### config.mk
export PLATFORM = sky130hd
export DESIGN_NAME = qam_carrier_seq
export DESIGN_NICKNAME = d
export VERILOG_FILES = /design/src/rtl/qam_pkg.sv /design/src/rtl/qam_quadrant_map.sv /design/src/rtl/qam_carrier_seq.sv
export SDC_FILE = /design/constraint.sdc
export NUM_CORES = 1
export LEC_CHECK = 0
export CAP_MARGIN = 20
export CORE_UTILIZATION = 39
export CTS_BUF_LIST = sky130_fd_sc_hd__clkbuf_4 sky130_fd_sc_hd__clkbuf_8
export DETAILED_ROUTE_END_ITERATION = 16
export MAX_ROUTING_LAYER = met4
export PLACE_DENSITY_LB_ADDON = 0.25
export SLEW_MARGIN = 0
export SYNTH_ARGS = -nofsm -noshare
export SYNTH_HDL_FRONTEND = slang
export SYNTH_HIERARCHICAL = 1
export SYNTH_SLANG_ARGS = --single-unit
### constraint.sdc
create_clock -name clk -period 5.65 [get_ports clk]
set_input_delay 1.13 -clock clk [delete_from_list [all_inputs] [get_ports clk]]
set_output_delay 1.13 -clock clk [all_outputs]
set_load 0.02 [all_outputs]
### src/rtl/qam_pkg.sv
// rtl/qam_pkg.sv - shared types and default widths for the QAM carrier sequencer
package qam_pkg;

  localparam int PHASE_W_DEF = 16;
  localparam int ADDR_W_DEF  = 8;
  localparam int DATA_W_DEF  = 16;
  localparam int SPS_DEF     = 16;

  typedef enum logic [2:0] {
    ST_IDLE   = 3'd0,
    ST_RD_SIN = 3'd1,
    ST_RD_COS = 3'd2,
    ST_WAIT   = 3'd3,
    ST_HOLD   = 3'd4
  } qam_state_e;

  typedef logic [1:0] quad_t;

endpackage

### src/rtl/qam_quadrant_map.sv
// rtl/qam_quadrant_map.sv - maps top phase bits plus quadrant offset to quarter-wave ROM address and sign
module qam_quadrant_map
  import qam_pkg::*;
#(
  parameter int ADDR_W = ADDR_W_DEF
) (
  input  logic [ADDR_W+1:0] ph_i,
  input  quad_t             qadd_i,
  output logic [ADDR_W-1:0] addr_o,
  output logic              neg_o
);

  quad_t             q;
  logic [ADDR_W-1:0] idx;

  assign q      = quad_t'(ph_i[ADDR_W+1 -: 2] + qadd_i);
  assign idx    = ph_i[ADDR_W-1:0];
  // odd quadrants run the quarter-wave backwards, upper half is negative
  assign addr_o = q[0] ? ~idx : idx;
  assign neg_o  = q[1];

endmodule

### src/rtl/qam_carrier_seq.sv
// rtl/qam_carrier_seq.sv - phase accumulator and sin/cos ROM sequencer for the QAM mixer
// Optional lookup phase offset input enabled by QAM_PHASE_OFFSET_EN.
module qam_carrier_seq
  import qam_pkg::*;
#(
  parameter int PHASE_W         = PHASE_W_DEF,
  parameter int ADDR_W          = ADDR_W_DEF,
  parameter int DATA_W          = DATA_W_DEF,
  parameter int SAMPLES_PER_SYM = SPS_DEF
) (
  input  logic               clk,
  input  logic               rst,
  input  logic               en,
  input  logic [PHASE_W-1:0] fcw,
  input  logic               fcw_load,
`ifdef QAM_PHASE_OFFSET_EN
  input  logic [PHASE_W-1:0] phase_offset,
`endif
  output logic [ADDR_W-1:0]  rom_addr,
  output logic               rom_rd,
  input  logic [DATA_W-1:0]  rom_data,
  output logic [DATA_W-1:0]  sin_out,
  output logic [DATA_W-1:0]  cos_out,
  output logic               out_valid,
  input  logic               out_ready,
  output logic               sym_strobe
);

  localparam int CNT_W = $clog2(SAMPLES_PER_SYM);
  localparam logic [CNT_W-1:0] CNT_LAST = CNT_W'(SAMPLES_PER_SYM - 1);

  qam_state_e        state_q, state_d;
  logic [PHASE_W-1:0] phase_q, fcw_q, lp;
  logic [CNT_W-1:0]  cnt_q;
  logic [ADDR_W-1:0] addr_q, map_addr;
  logic [DATA_W-1:0] sin_q, cos_q, data_s;
  logic              neg_q, map_neg, sym_q, hs;
  quad_t             qadd;
  logic              unused_lp_bits;

`ifdef QAM_PHASE_OFFSET_EN
  logic [PHASE_W-1:0] off_q;
  // offset is live in RD_SIN and held for the cosine read of the same sample
  assign lp = phase_q + ((state_q == ST_RD_SIN) ? phase_offset : off_q);
`else
  assign lp = phase_q;
`endif

  assign unused_lp_bits = ^lp[PHASE_W-ADDR_W-3:0];
  assign qadd   = (state_q == ST_RD_COS) ? quad_t'(1) : quad_t'(0);
  assign hs     = (state_q == ST_HOLD) && out_ready;
  assign data_s = neg_q ? (~rom_data) + DATA_W'(1) : rom_data;

  qam_quadrant_map #(.ADDR_W(ADDR_W)) u_map (
    .ph_i   (lp[PHASE_W-1 -: ADDR_W+2]),
    .qadd_i (qadd),
    .addr_o (map_addr),
    .neg_o  (map_neg)
  );

  assign rom_rd     = (state_q == ST_RD_SIN) || (state_q == ST_RD_COS);
  assign rom_addr   = rom_rd ? map_addr : addr_q;
  assign out_valid  = (state_q == ST_HOLD);
  assign sin_out    = sin_q;
  assign cos_out    = cos_q;
  assign sym_strobe = sym_q;

  always_comb begin
    state_d = state_q;
    case (state_q)
      ST_IDLE:   if (en) state_d = ST_RD_SIN;
      ST_RD_SIN: state_d = ST_RD_COS;
      ST_RD_COS: state_d = ST_WAIT;
      ST_WAIT:   state_d = ST_HOLD;
      ST_HOLD:   if (out_ready) state_d = en ? ST_RD_SIN : ST_IDLE;
      default:   state_d = ST_IDLE;
    endcase
  end

  always_ff @(posedge clk) begin
    if (rst) begin
      state_q <= ST_IDLE;
      phase_q <= '0;
      fcw_q   <= '0;
      cnt_q   <= '0;
      addr_q  <= '0;
      sin_q   <= '0;
      cos_q   <= '0;
      neg_q   <= 1'b0;
      sym_q   <= 1'b0;
`ifdef QAM_PHASE_OFFSET_EN
      off_q   <= '0;
`endif
    end else begin
      state_q <= state_d;
      addr_q  <= rom_addr;
      sym_q   <= hs && (cnt_q == CNT_LAST);
      if (fcw_load) fcw_q <= fcw;
      if (hs) begin
        phase_q <= phase_q + fcw_q;
        cnt_q   <= (cnt_q == CNT_LAST) ? '0 : cnt_q + CNT_W'(1);
      end
      // sign travels one cycle behind its address to meet the returning data
      if (rom_rd) neg_q <= map_neg;
      if (state_q == ST_RD_COS) sin_q <= data_s;
      if (state_q == ST_WAIT) cos_q <= data_s;
`ifdef QAM_PHASE_OFFSET_EN
      if (state_q == ST_RD_SIN) off_q <= phase_offset;
`endif
    end
  end

endmodule

======== Word level (Yosys, flattened, before mapping) ========
Cells that the tools add are included.
Widths: inputs -> output; s select.
storage, ports and cells
  logic and storage cells ................. 36
  input port bits ......................... 37
  output and inout port bits .............. 43
  register bits after elaboration ......... 81
cells by class
  muxes and demuxes ....................... 9
  equal/unequal tests ..................... 7
  bitwise gates (word level) .............. 2
  reduce and logical (&&, ||, !) cells .... 5
  add/sub/neg operators ................... 4
operators with widths
  kind                   count
  $add 16x1->16 const B  1
  $add 16x16->16         1
  $mux 16                1
  $mux 8                 2
  $not 16->16            1
  $pmux 3 s5             1
  $not 8->8              1
  $eq 3x2->1 const B     2
  $mux 3                 2
  $add 4x1->4 const B    1
  $eq 4x4->1 const B     1
  $mux 4                 1
  $eq 3x1->1 const B     1
  $eq 3x3->1 const B     1
  $logic_not 3->1        1
  $add 2x1->2            1
  $logic_and 1x1->1      2
  $mux 1                 2
  $ne 2x1->1 const B     1
  $ne 2x2->1 const B     1
  $reduce_and 2->1       1
  $logic_or 1x1->1       1

======== Longest topological paths before layout ========
  depth after elaboration ................. 5
  gate-level depth with buffers ........... 10
  gate-level depth less buffers ........... 8

======== Hierarchy ========
Netlist, hierarchy kept.
modules (own cells, without submodules)
  module            sequential area each (um^2)  cells each  area each (um^2)  instances
  qam_carrier_seq   1,621.6                      449         3,877.5           1
  qam_quadrant_map  0.0                          11          113.9             1

======== Worst setup path after synthesis ========
No wires, ideal clock.
  path kind ............................... flip-flop to output port
  start ................................... reg state_q[1]
  end ..................................... out rom_addr[0]
  arrival time ............................ 2.456 ns
  path buffers ............................ 4
  setup slack ............................. 2.064 ns
  data required time ...................... 4.520 ns
  cell stages (with the launch flop) ...... 10
  path through ............................ dfxtp_1 clkbuf_1 or3b_2 clkbuf_1 clkinv_1 buf_1 ha_1 buf_4 xor2_1 mux2_2
between the ends
  cells in the longest elaborated chain, start to end .. 5
  elaborated cells between the ends (all ways) .. 7
  classes of those cells .................. 1 x add/sub; 2 x eq/ne; 3 x mux; 1 x reduce/logical
ends and longest elaborated chain
  element                 line                    RTL
  from (decl)             qam_carrier_seq.sv:32   qam_state_e state_q, state_d;
  from (signal assigned)  qam_carrier_seq.sv:95   state_q <= state_d;
  $eq 3x2->1              qam_carrier_seq.sv:50   assign qadd = (state_q == ST_RD_COS) ? quad_t'(1) : quad_t'(0);
  $mux 1                  qam_carrier_seq.sv:50
  via qadd[0]             qam_carrier_seq.sv:38   quad_t qadd;
  $add 2x1->2             qam_quadrant_map.sv:16  assign q = quad_t'(ph_i[ADDR_W+1 -: 2] + qadd_i);
  $mux 8                  qam_quadrant_map.sv:19  assign addr_o = q[0] ? ~idx : idx;
  via map_addr[0]         qam_carrier_seq.sv:35   logic [ADDR_W-1:0] addr_q, map_addr;
  $mux 8                  qam_carrier_seq.sv:62   assign rom_addr = rom_rd ? map_addr : addr_q;
  to (decl)               qam_carrier_seq.sv:19   output logic [ADDR_W-1:0] rom_addr,
The timed path passes the listed nets, and every way through them passes these cells.

======== Worst setup path in the final report ========
  start ................................... reg state_q[1]
  end ..................................... out rom_addr[6]
between the ends
  cells in the longest elaborated chain, start to end .. 5
  elaborated cells between the ends (all ways) .. 7
  classes of those cells .................. 1 x add/sub; 2 x eq/ne; 3 x mux; 1 x reduce/logical
ends and longest elaborated chain
  element          line
  $eq 3x2->1       qam_carrier_seq.sv:50
  $mux 1           qam_carrier_seq.sv:50
  $add 2x1->2      qam_quadrant_map.sv:16
  $mux 8           qam_quadrant_map.sv:19
  via map_addr[6]  qam_carrier_seq.sv:35
  $mux 8           qam_carrier_seq.sv:62
The timed path passes the listed nets, and every way through them passes these cells.

==> metrics.md <==
| Metric | Value |
|---|---|
| Status | `finished clean` |
| Ys Warns | `6` |
| Switch share | `27.2%` |
| Synth cell count leaders | `dfxtp_1 (81), nand2_1 (58), nor2_1 (54), a21oi_1 (32), a211oi_1 (22)` |
| Sw power | `0.000351 W` |
| Post-Route Utilization | `51.1%` |
| DRT iter0 DRCs | `119` |
| Nets@finish | `581` |
| Remaining Overflow, GRT | `0` |
| Area occupied by registers | `0.00162 mm2` |
| Pin count of the biggest net entering global routing | `70` |
| Io pins | `80` |
| Synth unique cells | `53` |
| Fin crit period | `4070 ps` |
| Critical-path maximum fanout | `8` |
| Layout cells sized above 1 | `6.44%` |
| Die W | `103 um` |
| Row cnt | `36` |
| Top-count cell post-synth | `dfxtp_1` |
| Synth Net Count | `516` |
| Clock latency on the worst-skew pair | `350 ps` |
| Core Box Area | `0.00986 mm2` |
| ANT nets after route | `0` |
| Fill count | `927` |
| Seq pwr share | `48.3%` |
| Setup CP Type | `reg -> out` |
| EDFF count, synth | `0` |
| Internal power | `0.000938 W` |
| Post-Syn Area | `0.00399 mm2` |
| Relative slew slack | `36.3%` |
| 1st-pass router iterations | `4` |
| Power per cell area | `256 mW/mm2` |
| Flop and latch count out of synthesis | `81` |
| Fin Setup TNS | `0 ps` |
| Inserted Clock Buffers | `9` |
| # hold bufs at CTS | `0` |
| Period utilization | `72.1%` |
| Crit path max-delay family | `buffers and inverters` |
| Initial antenna violation count | `0` |
| Hold Path Stages | `2` |
| CTS root buffer | `clkbuf_8` |
| Pleak | `1.97 nW` |
| Multi-input logic area | `0.00223 mm2` |
| Final Slew Violations | `0` |
| Setup repair bufs after CTS | `0` |
| CTS clock-pin slew for the worst setup and hold paths | `80 ps` |
| Finished Layout Cells | `661` |
| Initial Utilization | `40.5%` |
| Synth area leaders | `dfxtp_1 (41%), ha_1 (5.6%), nand2_1 (5.5%)` |
| Final Hold Viols | `0` |
| Routed vias/inst | `5.06` |
| Area grow syn2layout | `26.2%` |
| DRC | `0` |
| MaxCap Viol Count | `0` |
| Largest area contributor in the netlist | `dfxtp_1` |
| RSZ-0062 raised after global routing | `false` |
| GPL Wtd Cong | `0.834` |
| Comb pwr share | `19.8%` |
| Max Clk Rate | `0.246 GHz` |
| Diodes inserted | `0` |
| Clk sinks | `81` |
| First-pass GRT wire length | `14900 um` |
| Slowest-stage cell, CP | `or3b_2` |
| Yosys top cell area share | `40.6%` |
| Die area | `0.0106 mm2` |
| Setup violators final | `0` |
| Via Count | `3346` |
| CTS resizes | `0` |
| Worst path required time | `4520 ps` |
| Register area share after synthesis | `40.6%` |
| Depth of the most critical reg-to-reg path | `8` |
| H-tree depth | `3` |
| Worst clock skew | `9.76 ps` |
| Clk buf depth | `2` |
| Total track usage | `18.9%` |
| Via count of the first global-routing pass | `3164` |
| CP Capture Type | `primary output` |
| IO Port Bufs | `79` |
| DRT Wirelength | `9230 um` |
| Data arrival, critical path | `2940 ps` |
| Worst hold path type | `reg -> reg` |
| Critical Path Max Stage Delay | `590 ps` |
| Syn_area_per_cell | `8.68 um2` |
| Peak supply drop | `0.128 mV` |
| Cell count after placement | `647` |
| Most used DFF post-synth | `dfxtp_1` |
| CTS tree | `done` |
| Clock power frac | `31.8%` |
| Post-synth ARST share | `0%` |
| Die H | `103 um` |
| Crit path depth | `6` |
| Detail Placement HPWL | `6700 um` |
| WL/cell | `14.0 um` |
| Buf/Inv on CP | `2` |
| Worst-path cell chain | `or3b_2, clkinv_1, ha_1, xor2_1, mux2_2, clkdlybuf4s50_1` |
| Setup crit start kind | `flop` |
| Slew at the pin closest to its max-slew limit | `952 ps` |
| Cells after Synth | `460` |
==> metrics by stage <==
step / hold WS [ps] / power [W] / setup WS, ps / cell area (um2)
after floorplan: 436 / 0.000788 / 2060 / 3990
after global placement: 441 / 0.000888 / 2040 / 4850
after detailed placement: 449 / 0.000893 / 1950 / 4850
after CTS: 464 / 0.00131 / 1540 / 5040
after global routing: 486 / 0.00136 / 1440 / 5040
final: 466 / 0.00129 / 1580 / 5040
==> routing by layer <==
| metal | part of all wire, % | global-route usage [%] |
|---|---|---|
| met4 | 1.8 | 7.15 |
| met1 | 48 | 23.1 |
| met3 | 4.2 | 4.75 |
| met5 | 0 | - |
| met2 | 46 | 29.9 |
==> power groups by stage <==
stage	clock network, W	logic [W]	registers, W
after global routing	0.000455	0.000281	0.000627
after detailed placement	0	0.000257	0.000636
after CTS	0.000427	0.000258	0.000623
final	0.000410	0.000256	0.000623
after floorplan	0	0.000140	0.000648
after global placement	0	0.000252	0.000635
==> worst min-delay path: cells and delay by family (launching register included) <==
family / cells / cell delay [ps]
AND/OR/NAND/NOR: 1 / 50
AO/OA/AOI/OAI: 1 / 50
flip-flops: 1 / 320
==> cells in the final DEF, fill, tap and decap left out, types with 2 or more instances in the layout <==
cell and n:
clkdlybuf4s50_1 78, or3_1 5, a41oi_1 2, xor2_1 21, o21ai_0 16, a21oi_1 32, mux2_2 9, or4_4 2
nand2b_1 3, xnor2_1 11, o31ai_1 5, and2_1 11, o21bai_1 2, a211oi_1 22, buf_4 2, clkbuf_8 10
nor3b_1 2, nand2_1 58, nor3_1 6, nor2_1 54, nand3_1 9, dfxtp_1 81, inv_1 8, nand4_1 4
nor2b_1 2, mux2i_1 18, a21o_1 6, ha_1 18, o221ai_1 2, or2_2 2
==> sequential cells by signal, summed over array words and instances, names as in the netlist <==
name	flops
fcw_q	16
sin_out	16
sym_strobe	1
state_q	3
cos_out	16
cnt_q	4
addr_q	8
lp	16
neg_q	1
==> cell type report <==
cell class	instances	share of cell area [%]
clock buffer	11	2.88
clock inverter	3	0.844
inverter	9	0.670
multi-input combinational	343	44.2
sequential	81	32.2
tap	133	3.30
timing repair buffer	81	15.9
==> final timing paths <==
path              start     endpoint  slack, ps
min reg2reg  cos_out[0]   cos_out[0]        470
max reg2reg    fcw_q[0]       lp[14]       3200
max          state_q[1]  rom_addr[6]       1580
min          cos_out[0]   cos_out[0]        470
==> cells by family (layout without fill, tap and decap cells) <==
logic type	count (synthesis)	after routing	share of synthesized area, %
compound gates	98	98	15.9
xor+xnor	33	33	7.62
fa+ha+maj	19	19	6.14
buf+inv	36	104	3.54
flops	81	81	40.6
mux	27	27	7.05
other cells	1	1	0.0940
simple gates	165	165	19.0
Note: power is estimated with default switching activity, not from simulation.
